[src/rtl/jt89_pkg.sv]
// Shared definitions for the JT89 PSG register controller: channel codes,
// register-type bits and the latched-register pointer layout.
package jt89_pkg;

    typedef enum logic [1:0] {
        CH_T0    = 2'd0,
        CH_T1    = 2'd1,
        CH_T2    = 2'd2,
        CH_NOISE = 2'd3
    } ch_e;

    localparam logic       TYP_TONE   = 1'b0;
    localparam logic       TYP_VOL    = 1'b1;
    localparam logic [3:0] VOL_SILENT = 4'hF;

    // Latched-register pointer, laid out exactly as din[6:4] of a latch byte.
    typedef struct packed {
        ch_e  ch;
        logic typ;
    } ptr_t;

endpackage

[src/rtl/jt89_busy_timer.sv]
// READY handshake model: after an accepted write, READY stays low for
// BUSY_CYC clk_en pulses.
module jt89_busy_timer #(
    parameter int BUSY_CYC = 32
) (
    input  logic clk,
    input  logic rst_n,
    input  logic clk_en,
    input  logic start,
    output logic ready
);

    logic [5:0] cnt_q, cnt_d;
    logic       ready_q;

    always_comb begin
        // NOTE: every combinational output gets a default first, so no path leaves it unassigned and no latch is inferred.
        cnt_d = cnt_q;
        if (start) begin
            cnt_d = 6'(BUSY_CYC);
        end else if (clk_en && cnt_q != 6'd0) begin
            cnt_d = cnt_q - 6'd1;
        end
    end

    always_ff @(posedge clk or negedge rst_n) begin
        // NOTE: state registers use non-blocking assignments so every flop samples pre-edge values.
        if (!rst_n) begin
            cnt_q   <= 6'd0;
            ready_q <= 1'b1;
        end else begin
            cnt_q   <= cnt_d;
            ready_q <= (cnt_d == 6'd0);
        end
    end

    assign ready = ready_q;

endmodule

[src/rtl/jt89_ctrl.sv]
// SN76489-style latch/data byte decoder and register file driving the JT89
// tone channels, attenuators and noise generator.
module jt89_ctrl
    import jt89_pkg::*;
#(
    parameter int BUSY_CYC = 32
) (
    input  logic       clk,
    input  logic       rst_n,
    input  logic       clk_en,
    input  logic       wr,
    input  logic [7:0] din,
    output logic       ready,
    output logic [9:0] tone0,
    output logic [9:0] tone1,
    output logic [9:0] tone2,
    output logic [3:0] vol0,
    output logic [3:0] vol1,
    output logic [3:0] vol2,
    output logic [3:0] vol3,
    output logic [2:0] noise_ctrl,
    output logic       noise_rst
);

    logic [9:0] tone_q[3], tone_d[3];
    logic [3:0] vol_q[4],  vol_d[4];
    logic [2:0] noise_q,   noise_d;
    logic       nrst_q,    nrst_d;
    ptr_t       ptr_q,     ptr_d;
    ptr_t       sel;
    logic       accept;

    assign accept = wr & ready;

    always_comb begin
        tone_d  = tone_q;
        vol_d   = vol_q;
        noise_d = noise_q;
        ptr_d   = ptr_q;
        nrst_d  = 1'b0;
        // A latch byte addresses its own target; a data byte reuses the pointer.
        sel = din[7] ? ptr_t'(din[6:4]) : ptr_q;
        if (accept) begin
            if (din[7]) ptr_d = sel;
            if (sel.typ == TYP_VOL) begin
                vol_d[sel.ch] = din[3:0];
            end else if (sel.ch == CH_NOISE) begin
                noise_d = din[2:0];
                nrst_d  = 1'b1;
            end else if (din[7]) begin
                tone_d[sel.ch][3:0] = din[3:0];
            end else begin
                tone_d[sel.ch][9:4] = din[5:0];
            end
        end
    end

    always_ff @(posedge clk or negedge rst_n) begin
        if (!rst_n) begin
            // NOTE: these arrays are a handful of flops, not RAM, so every entry gets a defined reset value.
            for (int i = 0; i < 3; i++) tone_q[i] <= 10'd0;
            for (int i = 0; i < 4; i++) vol_q[i]  <= VOL_SILENT;
            noise_q <= 3'd0;
            nrst_q  <= 1'b0;
            ptr_q   <= '{ch: CH_T0, typ: TYP_TONE};
        end else begin
            tone_q  <= tone_d;
            vol_q   <= vol_d;
            noise_q <= noise_d;
            nrst_q  <= nrst_d;
            ptr_q   <= ptr_d;
        end
    end

    jt89_busy_timer #(.BUSY_CYC(BUSY_CYC)) u_busy (
        .clk    (clk),
        .rst_n  (rst_n),
        .clk_en (clk_en),
        .start  (accept),
        .ready  (ready)
    );

    assign tone0      = tone_q[0];
    assign tone1      = tone_q[1];
    assign tone2      = tone_q[2];
    assign vol0       = vol_q[0];
    assign vol1       = vol_q[1];
    assign vol2       = vol_q[2];
    assign vol3       = vol_q[3];
    assign noise_ctrl = noise_q;
    assign noise_rst  = nrst_q;

endmodule

[config.mk]
export PLATFORM = sky130hd
export DESIGN_NAME = jt89_ctrl
export DESIGN_NICKNAME = d
export VERILOG_FILES = /design/src/rtl/jt89_pkg.sv /design/src/rtl/jt89_busy_timer.sv /design/src/rtl/jt89_ctrl.sv
export SDC_FILE = /design/constraint.sdc
export NUM_CORES = 1
export LEC_CHECK = 0
export ABC_AREA = 0
export BUFFER_PORTS_ARGS = -buffer_cell sky130_fd_sc_hd__buf_2
export CORE_MARGIN = 2
export CORE_UTILIZATION = 40
export CTS_BUF_LIST = sky130_fd_sc_hd__clkbuf_8 sky130_fd_sc_hd__clkbuf_16
export DETAILED_ROUTE_END_ITERATION = 10
export PLACE_DENSITY = 0.67
export RECOVER_POWER = 50
export SLEW_MARGIN = 20
export SYNTH_ARGS = -nofsm -noshare
export SYNTH_HDL_FRONTEND = slang
export SYNTH_SLANG_ARGS = --single-unit
[constraint.sdc]
create_clock -name clk -period 2.17 [get_ports clk]
set_input_delay 0.1085 -clock clk [delete_from_list [all_inputs] [get_ports clk]]
set_output_delay 0.1085 -clock clk [all_outputs]
set_load 0.005 [all_outputs]
==> impl_metrics.ini, run 1 <==
[worst_setup_path]
path_buf_inv = 0
reg2reg_depth = 4
startpoint_type = flip-flop
reg2reg_setup_slack_ps = 180
criticalPathCategory = reg -> reg
cp-end-kind = flip-flop
critPathArrivalTime_ps = 2200
required_ps = 2380
critical_path.max_fanout = 6
crit_slowest_cell = or4b_1
cpLargestDelayFamily = simple AND/OR/NAND/NOR gates
crit_chain = and2_1 -> nand2_2 -> or4b_1 -> mux2_4
r2r_end = tone2[9]$_DFFE_PN0P_
r2r-start = u_busy.ready$_DFF_PN1_
crit_path_max_incr_delay_ps = 710

[logic_synthesis]
synth_edf_count = 0
synth_area_leader_cell = dfrtp_1
synth_async_sr_flop_share_pct = 100
avgSynthCellArea_um2 = 14.2
synth.area.top_cells = dfrtp_1, mux2_2, dfstp_2
seq_area_frac_synth_pct = 59.4
yosysWarnings = 0
synth_area_mm2 = 0.00256
synth_top_area_share_pct = 42.0
ys.flop_type = dfrtp_1
syn_inst = 180
ys_types = 37
syn_nets = 194
ys_ff_latch = 60

[floorplan]
die_area_mm2 = 0.00707
fp.dieH_um = 84.1
core_area_mm2 = 0.00628
pin_count = 63
initial_utilization_pct = 40.8
die_x_um = 84.1
rows = 29

[pwr]
internal-power_w = 0.00257
swShare_pct = 28.7
ir_drop_uv = 731
p_clk_share_pct = 27.0
cellLeakagePower_nw = 1.60
combPwrFrac_pct = 25.5
p_per_area_mw_per_mm2 = 1140
p_sw_w = 0.00103
p_seq_share_pct = 47.6

[drt]
avgViaCountPerCell = 5.08
drc = 0
dr.first_iter.drc_count = 89
totalWireLength_mm = 5.28
wl_per_cell_um = 15.9
ant_nets = 0
firstDrtPassIters = 4
vias = 1685

[grt]
grt_usage_pct = 16.5
grt_pass1_vias = 1739
grt_max_degree = 36
antenna_found_initial = 0
grt_pass1_wl_mm = 8.86
grt_overflow = 0

[sta]
rsz0062_at_grt = no
finClkSkew_ps = 9.23
period_minus_slack_ps = 1990
fin_setup_tns_ps = 0
hold_viol_final = 0
worst_slew_pin_slew_ps = 1400
timing.final.crit_share_pct = 91.5
setup_viol = 0
fmax_mhz = 504
drv_slew = 0
relSlewSlack_pct = 6.39

[finish]
multi_input_area_um2 = 983
drive_gt1_share_pct = 53.3
seqCellArea_mm2 = 0.00152
num-fill-cells = 591
area_growth_pct = 22.9
nNetsFinal = 264
final_cells = 332
antenna_cells = 0

[clocking]
cts_resized = 0
cts_buffers = 9
clockRootBuffer = clkbuf_8
h-tree-depth = 3
clk_pin_slew_ps = 70
cts_sinks = 60
clk_latency_ps = 330
cts_tree = done
cts_buffer_depth = 2

[worst_hold_path]
hp-class = in -> reg
worstHoldStart = din[6]
min_to = ptr_q[2]$_DFFE_PN0P_
worst_hold_path.num_cells = 2

[placed_design]
portBuffers = 62
place.detailed.hpwl_mm = 3.71
numPlacedInstances = 315
gp_congestion = 0.783

[status]
status = complete, no violations

[flow_run]
cap_violations = 0
what timing repair did:
item / in CTS / in global routing
setup endpoints to repair: 0 / 0
buffers inserted: 0 / 0
hold endpoints to repair: 22 / 0
hold buffers: 1 / 0
worst register-to-register path: cells and delay by family (launching register included):
| family | cells | cell delay [ps] |
|---|---|---|
| simple gates | 3 | 950 |
| flops | 1 | 550 |
| mux | 1 | 360 |
worst max path at each step:
stage | start | to | slack [ps] | cells past startpoint
6_report | u_busy.ready$_DFF_PN1_ | tone2[9]$_DFFE_PN0P_ | 180 | 4
5_1_grt | u_busy.cnt_q[0]$_DFF_PN0_ | u_busy.ready$_DFF_PN1_ | 50 | 7
4_1_cts | u_busy.ready$_DFF_PN1_ | tone2[9]$_DFFE_PN0P_ | 180 | 4
3_5_place_dp | u_busy.ready$_DFF_PN1_ | tone2[9]$_DFFE_PN0P_ | 200 | 4
3_3_place_gp | u_busy.ready$_DFF_PN1_ | tone2[6]$_DFFE_PN0P_ | 250 | 4
2_1_floorplan | u_busy.ready$_DFF_PN1_ | tone2[4]$_DFFE_PN0P_ | 220 | 6
power by group through the flow:
stage	registers, W	logic, W	clock network (W)
floorplan	0.00171	0.000544	0
global placement	0.00172	0.000930	0
detailed placement	0.00173	0.000947	0
CTS	0.00171	0.000955	0.00100
global route	0.00176	0.00102	0.00105
finish	0.00171	0.000918	0.000970
layout by cell type (no fill, tap or decap), drive strengths merged, types with 3 or more instances in the layout:
master / netlist / routed
or4b: 3 / 3
clkbuf: 4 / 24
nand2: 10 / 10
buf: 4 / 52
clkinv: 0 / 3
dfstp: 17 / 17
nor2: 11 / 11
dfrtp: 43 / 43
mux2i: 4 / 4
nor3: 4 / 4
a21oi: 3 / 3
mux2: 53 / 53
inv: 3 / 4
metrics by stage:
| stage | util, % | power [W] | hold slack (ps) | setup WS (ps) | instance area [um^2] |
|---|---|---|---|---|---|
| after floorplan | - | 0.00226 | -187 | 215 | 2560 |
| after global placement | 47.3 | 0.00265 | 146 | 245 | 2970 |
| after detailed placement | 47.3 | 0.00267 | 147 | 205 | 2970 |
| after CTS | 50.5 | 0.00367 | 67.9 | 182 | 3170 |
| after global routing | 50.2 | 0.00383 | 78.6 | 45.8 | 3150 |
| final | 50.2 | 0.00360 | 84.4 | 185 | 3150 |
logic make-up after synthesis:
group	after synthesis	synth area share (%)
XOR/XNOR	2	0.683
AND/OR/NAND/NOR	40	8.44
multiplexers	57	26.2
AO/OA/AOI/OAI	8	2.05
flip-flops	60	59.4
buffers and inverters	11	2.24
adder cells (fa/ha/maj)	2	0.976
layer usage:
metal / vias up / wire length, um / GRT usage, %
met5: - / 0 / 0
met4: 0 / 73 / 6.60
met3: 8 / 346 / 7.02
met2: 47 / 2490 / 24.2
met1: 858 / 2370 / 21.6
li1: 772 / - / -
sequential cells by signal (all words and copies together) (netlist names):
| signal | count |
|---|---|
| ptr_q | 3 |
| vol1 | 4 |
| tone1 | 10 |
| u_busy.cnt_q | 6 |
| vol3 | 4 |
| vol2 | 4 |
| vol0 | 4 |
| noise_rst | 1 |
| tone2 | 10 |
| tone0 | 10 |
| u_busy.ready | 1 |
| noise_ctrl | 3 |
cell type report:
class | count | area share, %
clock buffers | 10 | 4.37
clock inverters | 6 | 1.75
inverters | 3 | 0.357
multi-input cells | 109 | 31.2
flip-flops and latches | 60 | 48.3
well taps | 77 | 3.06
repair buffers | 67 | 11.0
synthesized netlist by cell type (all sizes together) (2+ instances only):
cell    count
dfstp      17
mux2       53
nor3        4
buf         4
inv         3
nor2       11
clkbuf      4
ha          2
nand2      10
nand3b      2
or4b        3
mux2i       4
dfrtp      43
nand3       2
a21oi       3
No activity file was read; power rests on OpenSTA's default activity.
==> inputs of run 2 (changes only) <==
--- a/config.mk
+++ b/config.mk
@@ -8,12 +8,13 @@
 export ABC_AREA = 0
 export BUFFER_PORTS_ARGS = -buffer_cell sky130_fd_sc_hd__buf_2
 export CORE_MARGIN = 2
-export CORE_UTILIZATION = 40
+export CORE_UTILIZATION = 45
 export CTS_BUF_LIST = sky130_fd_sc_hd__clkbuf_8 sky130_fd_sc_hd__clkbuf_16
 export DETAILED_ROUTE_END_ITERATION = 10
-export PLACE_DENSITY = 0.67
+export PLACE_DENSITY = 0.73
 export RECOVER_POWER = 50
 export SLEW_MARGIN = 20
 export SYNTH_ARGS = -nofsm -noshare
 export SYNTH_HDL_FRONTEND = slang
+export SYNTH_HIERARCHICAL = 1
 export SYNTH_SLANG_ARGS = --single-unit
==> run 2 against run 1 <==
Clock skew shrank 2.2 ps; clock power rose by 2.9%; setup slack worse by 33 ps; global-route usage increased by 1.7 points; sequential power is 4% lower; total power down 2.2%; flip-flop and latch count unchanged; count of clock-buffer cells in the layout is 1 higher; first-iteration DRC count fell by 9.0%; non-clock buffer count is the same; combinational power shrank 4.2%; sequential share of layout area shrank 1.2 points.
==> impl_metrics.ini, run 2 <==
[status]
status = complete, no violations

[logic_synthesis]
syn_nets = 200
ys_types = 38
synth_area_mm2 = 0.00265
yosysWarnings = 6
ys.flop_type = dfrtp_1
syn_inst = 186
synth_top_area_share_pct = 40.5
synth_async_sr_flop_share_pct = 100
seq_area_frac_synth_pct = 57.4
synth_common_cells = mux2_2, dfrtp_1, dfstp_2
synth.area.top_cells = dfrtp_1, mux2_2, dfstp_2
avgSynthCellArea_um2 = 14.3
synth_area_leader_cell = dfrtp_1
synth.most_common_cell = mux2_2
synth_edf_count = 0
ys_ff_latch = 60

[pwr]
p_per_area_mw_per_mm2 = 1090
ir_drop_uv = 621
cellLeakagePower_nw = 1.65
power_w = 0.00352

[worst_setup_path]
startpoint_type = flip-flop
cp-end-kind = flip-flop
reg2reg_depth = 6
r2r-start = u_busy/cnt_q[0]$_DFF_PN0_
worstSetupEndpoint = u_busy/ready$_DFF_PN1_
critPathArrivalTime_ps = 2260
r2r_end = u_busy/ready$_DFF_PN1_
criticalPathCategory = reg -> reg
reg2reg_setup_slack_ps = 150
critical_path.max_fanout = 4
required_ps = 2410
critPathLaunch = u_busy/cnt_q[0]$_DFF_PN0_

[grt]
grt_pass1_vias = 1738
grt_usage_pct = 18.2
antenna_found_initial = 0
grt_overflow = 0
grt_pass1_wl_mm = 8.63
grt_max_degree = 23

[sta]
period_minus_slack_ps = 2020
rsz0062_at_grt = no
fmax_mhz = 496
fin_setup_tns_ps = 0
relSlewSlack_pct = 23.1
setup_viol = 0
worst_slew_pin_slew_ps = 1150
finClkSkew_ps = 6.99
drv_slew = 0
timing.final.crit_share_pct = 93.0
hold_viol_final = 0

[placed_design]
place.detailed.hpwl_mm = 3.84
dpl-instance-area_mm2 = 0.00304
numPlacedInstances = 313
portBuffers = 62
gp_congestion = 0.939

[floorplan]
fp.dieH_um = 80.8
core_area_mm2 = 0.00561
die_area_mm2 = 0.00653
initial_utilization_pct = 47.3
die_x_um = 80.8
pin_count = 63
rows = 27

[finish]
final_common_cell = buf_2
nNetsFinal = 267
final_cells = 330
final_cell_mix = buf_2, mux2_2, dfrtp_1, dfstp_2, clkbuf_8
area_growth_pct = 21.8
num-fill-cells = 489
antenna_cells = 0
final_area_mm2 = 0.00323
drive_gt1_share_pct = 59.3

[clocking]
clockRootBuffer = clkbuf_8
cts_tree = done
postCtsSetupBuffers = 0
cts_buffer_depth = 2
clk_pin_slew_ps = 70
clk_latency_ps = 340
h-tree-depth = 3
cts_hold_buf = 1
cts_resized = 0
cts_buffers = 9
cts_sinks = 60

[worst_hold_path]
hp-class = in -> reg
worst_hold_path.num_cells = 2

[drt]
vias = 1749
wl_per_cell_um = 16.4
ant_nets = 0
firstDrtPassIters = 4
avgViaCountPerCell = 5.30
dr.first_iter.drc_count = 81
drc = 0
totalWireLength_mm = 5.42

[flow_run]
cap_violations = 0
==> run 2: cell types whose count changed after synthesis, sizes merged, moves of 2 or more <==
cell    delta
inv        +2
or3b       +2
nor2       -3
mux2i      -2
clkbuf     +5
a211oi     +4
or4        +2
buf        -2
a21oi      -2
or4b       +2
nand2      -8
==> run 2: final cells by class <==
class / count / area, um^2 / area share, %
Clock buffer: 11 / 151 / 4.68
Clock inverter: 5 / 51.3 / 1.59
Inverter: 5 / 18.8 / 0.580
Multi-Input combinational cell: 110 / 1060 / 32.9
Sequential cell: 60 / 1520 / 47.1
Tap cell: 72 / 90.1 / 2.79
Timing Repair Buffer: 67 / 335 / 10.4
==> run 2: critical path, cell delays in order (launching register included) <==
cell and delay (ps):
dfrtp_1 390, inv_1 140, ha_1 230, or4b_1 490, a22oi_1 250, o311ai_0 210
nor4_2 210
==> run 2: power breakdown <==
group	switching (W)	internal [W]	total (W)
combinational	0.000405	0.000474	0.000879
sequential	0.000196	0.00145	0.00164
clock	0.000414	0.000584	0.000998
total	0.00102	0.00250	0.00352
==> run 2: per-stage QoR <==
step | util (%) | worst slack [ps] | hold WS [ps]
finish | 57.7 | 152 | 128
CTS | 57.9 | 170 | 117
detailed placement | 54.1 | 186 | 89.4
global route | 57.7 | 95.2 | 129
global placement | 54.1 | 303 | 94.1
floorplan | - | 373 | -187
==> run 2: how the worst min path moves through the flow <==
| stage | startpoint | to |
|---|---|---|
| after floorplan | rst_n | noise_ctrl[0]$_DFFE_PN0P_ |
| after global placement | rst_n | tone0[3]$_DFFE_PN0P_ |
| after detailed placement | rst_n | tone1[2]$_DFFE_PN0P_ |
| after CTS | din[6] | ptr_q[2]$_DFFE_PN0P_ |
| after global routing | din[6] | ptr_q[2]$_DFFE_PN0P_ |
| final | din[6] | ptr_q[2]$_DFFE_PN0P_ |
==> run 2: logic make-up after synthesis <==
kind of cell | count (synthesis) | synth area share, %
AO/OA/AOI/OAI | 12 | 4.24
adder cells (fa/ha/maj) | 2 | 0.943
flip-flops | 60 | 57.4
AND/OR/NAND/NOR | 39 | 10.2
XOR/XNOR | 1 | 0.330
buffers and inverters | 16 | 2.55
multiplexers | 56 | 24.4
==> run 2: layer usage <==
metal	track usage [%]	vias up	share of wire, %
li1	-	810	-
met1	21.9	884	44
met2	29.8	49	49
met3	7.89	6	6.3
met4	5.59	0	0.81
met5	0	-	0
==> inputs of run 3 (changes only) <==
--- a/config.mk
+++ b/config.mk
@@ -6,13 +6,16 @@
 export NUM_CORES = 1
 export LEC_CHECK = 0
 export ABC_AREA = 0
+export ABC_CLOCK_PERIOD_IN_PS = 2170
 export BUFFER_PORTS_ARGS = -buffer_cell sky130_fd_sc_hd__buf_2
+export CORE_ASPECT_RATIO = 0.9
 export CORE_MARGIN = 2
 export CORE_UTILIZATION = 45
 export CTS_BUF_LIST = sky130_fd_sc_hd__clkbuf_8 sky130_fd_sc_hd__clkbuf_16
 export DETAILED_ROUTE_END_ITERATION = 10
 export PLACE_DENSITY = 0.73
 export RECOVER_POWER = 50
+export REMOVE_ABC_BUFFERS = 1
 export SLEW_MARGIN = 20
 export SYNTH_ARGS = -nofsm -noshare
 export SYNTH_HDL_FRONTEND = slang
==> run 3 against run 2 <==
The run now ends with capacitance limit, slew limit left; clock power rose by 5%; routed wire length rose by 0.61%; setup slack improved by 29 ps; first-iteration DRC count fell by 1.2%; die area barely moved; global-route usage fell by 0.31 points; maximum frequency rose by 1.5%; register-to-register slack improved by 30 ps.
==> impl_metrics.ini, run 3 (synthesized netlist as in run 2, its figures left out) <==
[placed_design]
gp_congestion = 0.845
portBuffers = 62
dpl-instance-area_mm2 = 0.00303
place.detailed.hpwl_mm = 3.78

[clocking]
clk_latency_ps = 340
cts_buffers = 9
cts_resized = 0
h-tree-depth = 3
cts_tree = done
clockRootBuffer = clkbuf_8
cts_buffer_depth = 2
cts_sinks = 60
clk_pin_slew_ps = 60

[finish]
antenna_cells = 0
final_area_mm2 = 0.00323
area_growth_pct = 21.8
nNetsFinal = 265
drive_gt1_share_pct = 55.5
num-fill-cells = 481
final_cell_mix = mux2_2, buf_2, dfrtp_1, dfstp_2, clkbuf_1

[sta]
relSlewSlack_pct = -3.27
timing.final.crit_share_pct = 91.6
fmax_mhz = 503
period_minus_slack_ps = 1990
finClkSkew_ps = 10.2
setup_viol = 0
fin_setup_tns_ps = 0
hold_viol_final = 0
drv_slew = 27
worst_slew_pin_slew_ps = 1550
rsz0062_at_grt = no

[floorplan]
rows = 26
initial_utilization_pct = 46.6
die_area_mm2 = 0.00653
fp.dieH_um = 76.9
die_x_um = 85.0
core_area_mm2 = 0.00569
pin_count = 63

[worst_setup_path]
critPathArrivalTime_ps = 2230
criticalPathCategory = reg -> reg
critical_path.max_fanout = 4
required_ps = 2410
startpoint_type = flip-flop
cp-end-kind = flip-flop

[drt]
ant_nets = 0
wl_met1_mm = 2.56
wl_per_cell_um = 16.7
vias = 1716
wl_met2_mm = 2.52
wl_met3_um = 313
firstDrtPassIters = 4
maxUsedRoutingLayer = met4
drc = 0
totalWireLength_mm = 5.46
dr.first_iter.drc_count = 80
avgViaCountPerCell = 5.26

[grt]
grt_pass1_wl_mm = 8.94
grt_usage_pct = 17.9
grt_overflow = 0
grt_pass1_vias = 1798
antenna_found_initial = 0
grt_max_degree = 35

[flow_run]
cap_violations = 1

[pwr]
cellLeakagePower_nw = 1.62
p_per_area_mw_per_mm2 = 1100
ir_drop_uv = 692

[status]
violations = capacitance limit, slew limit
status = complete, but fails checks

[worst_hold_path]
hp-class = in -> reg
run 3: report_power, final:
part	leakage [nW]	internal (W)	switching, W
combinational	0.754	0.000471	0.000398
sequential	0.758	0.00144	0.000197
clock	0.112	0.000634	0.000416
run 3: path summary, 6_finish.rpt:
path / from / slack [ps] / cells past startpoint / endpoint
max: u_busy/cnt_q[0]$_DFF_PN0_ / 180 / 6 / u_busy/ready$_DFF_PN1_
min: din[4] / 140 / 2 / tone0[8]$_DFFE_PN0P_
max reg2reg: u_busy/cnt_q[0]$_DFF_PN0_ / 180 / 6 / u_busy/ready$_DFF_PN1_
min reg2reg: tone2[0]$_DFFE_PN0P_ / 510 / 1 / tone2[0]$_DFFE_PN0P_
max in group asynchronous: rst_n / 530 / 3 / vol0[0]$_DFFE_PN1P_
min in group asynchronous: rst_n / 690 / 2 / tone1[6]$_DFFE_PN0P_
run 3: cell type report:
cell class	count	area [um^2]	area share [%]
repair buffers	65	330	10.2
clock buffers	9	124	3.83
multi-input cells	110	1060	32.9
clock inverters	7	85.1	2.63
flip-flops and latches	60	1520	47.1
inverters	5	18.8	0.581
well taps	70	87.6	2.71
run 3: metal layers:
layer / GRT usage [%] / vias up
met5: 0 / -
met4: 6.67 / 0
met3: 6.57 / 7
met2: 27.4 / 51
met1: 23.3 / 860
li1: - / 798
run 3: metrics by stage:
stage / setup slack (ps) / std cells / utilization (%) / power [W] / hold slack [ps]
after CTS: 193 / 326 / 57.1 / 0.00362 / 114
after global routing: 64.4 / 326 / 56.8 / 0.00378 / 141
after global placement: 306 / 309 / 53.2 / 0.00251 / 156
final: 182 / 326 / 56.8 / 0.00356 / 135
after detailed placement: 194 / 309 / 53.2 / 0.00254 / 167
after floorplan: 372 / 175 / - / 0.00216 / -187
run 3: worst max-delay path: stages, from the launching register on:
cell	delay, ps
dfrtp_1	390
inv_1	150
ha_1	230
or4b_1	500
a22oi_1	230
o311ai_0	200
nor4_2	200
run 3: timing repair:
action / in CTS / in global routing
hold buffers: 1 / 0
buffers inserted: 0 / 0
hold endpoints to repair: 26 / 0
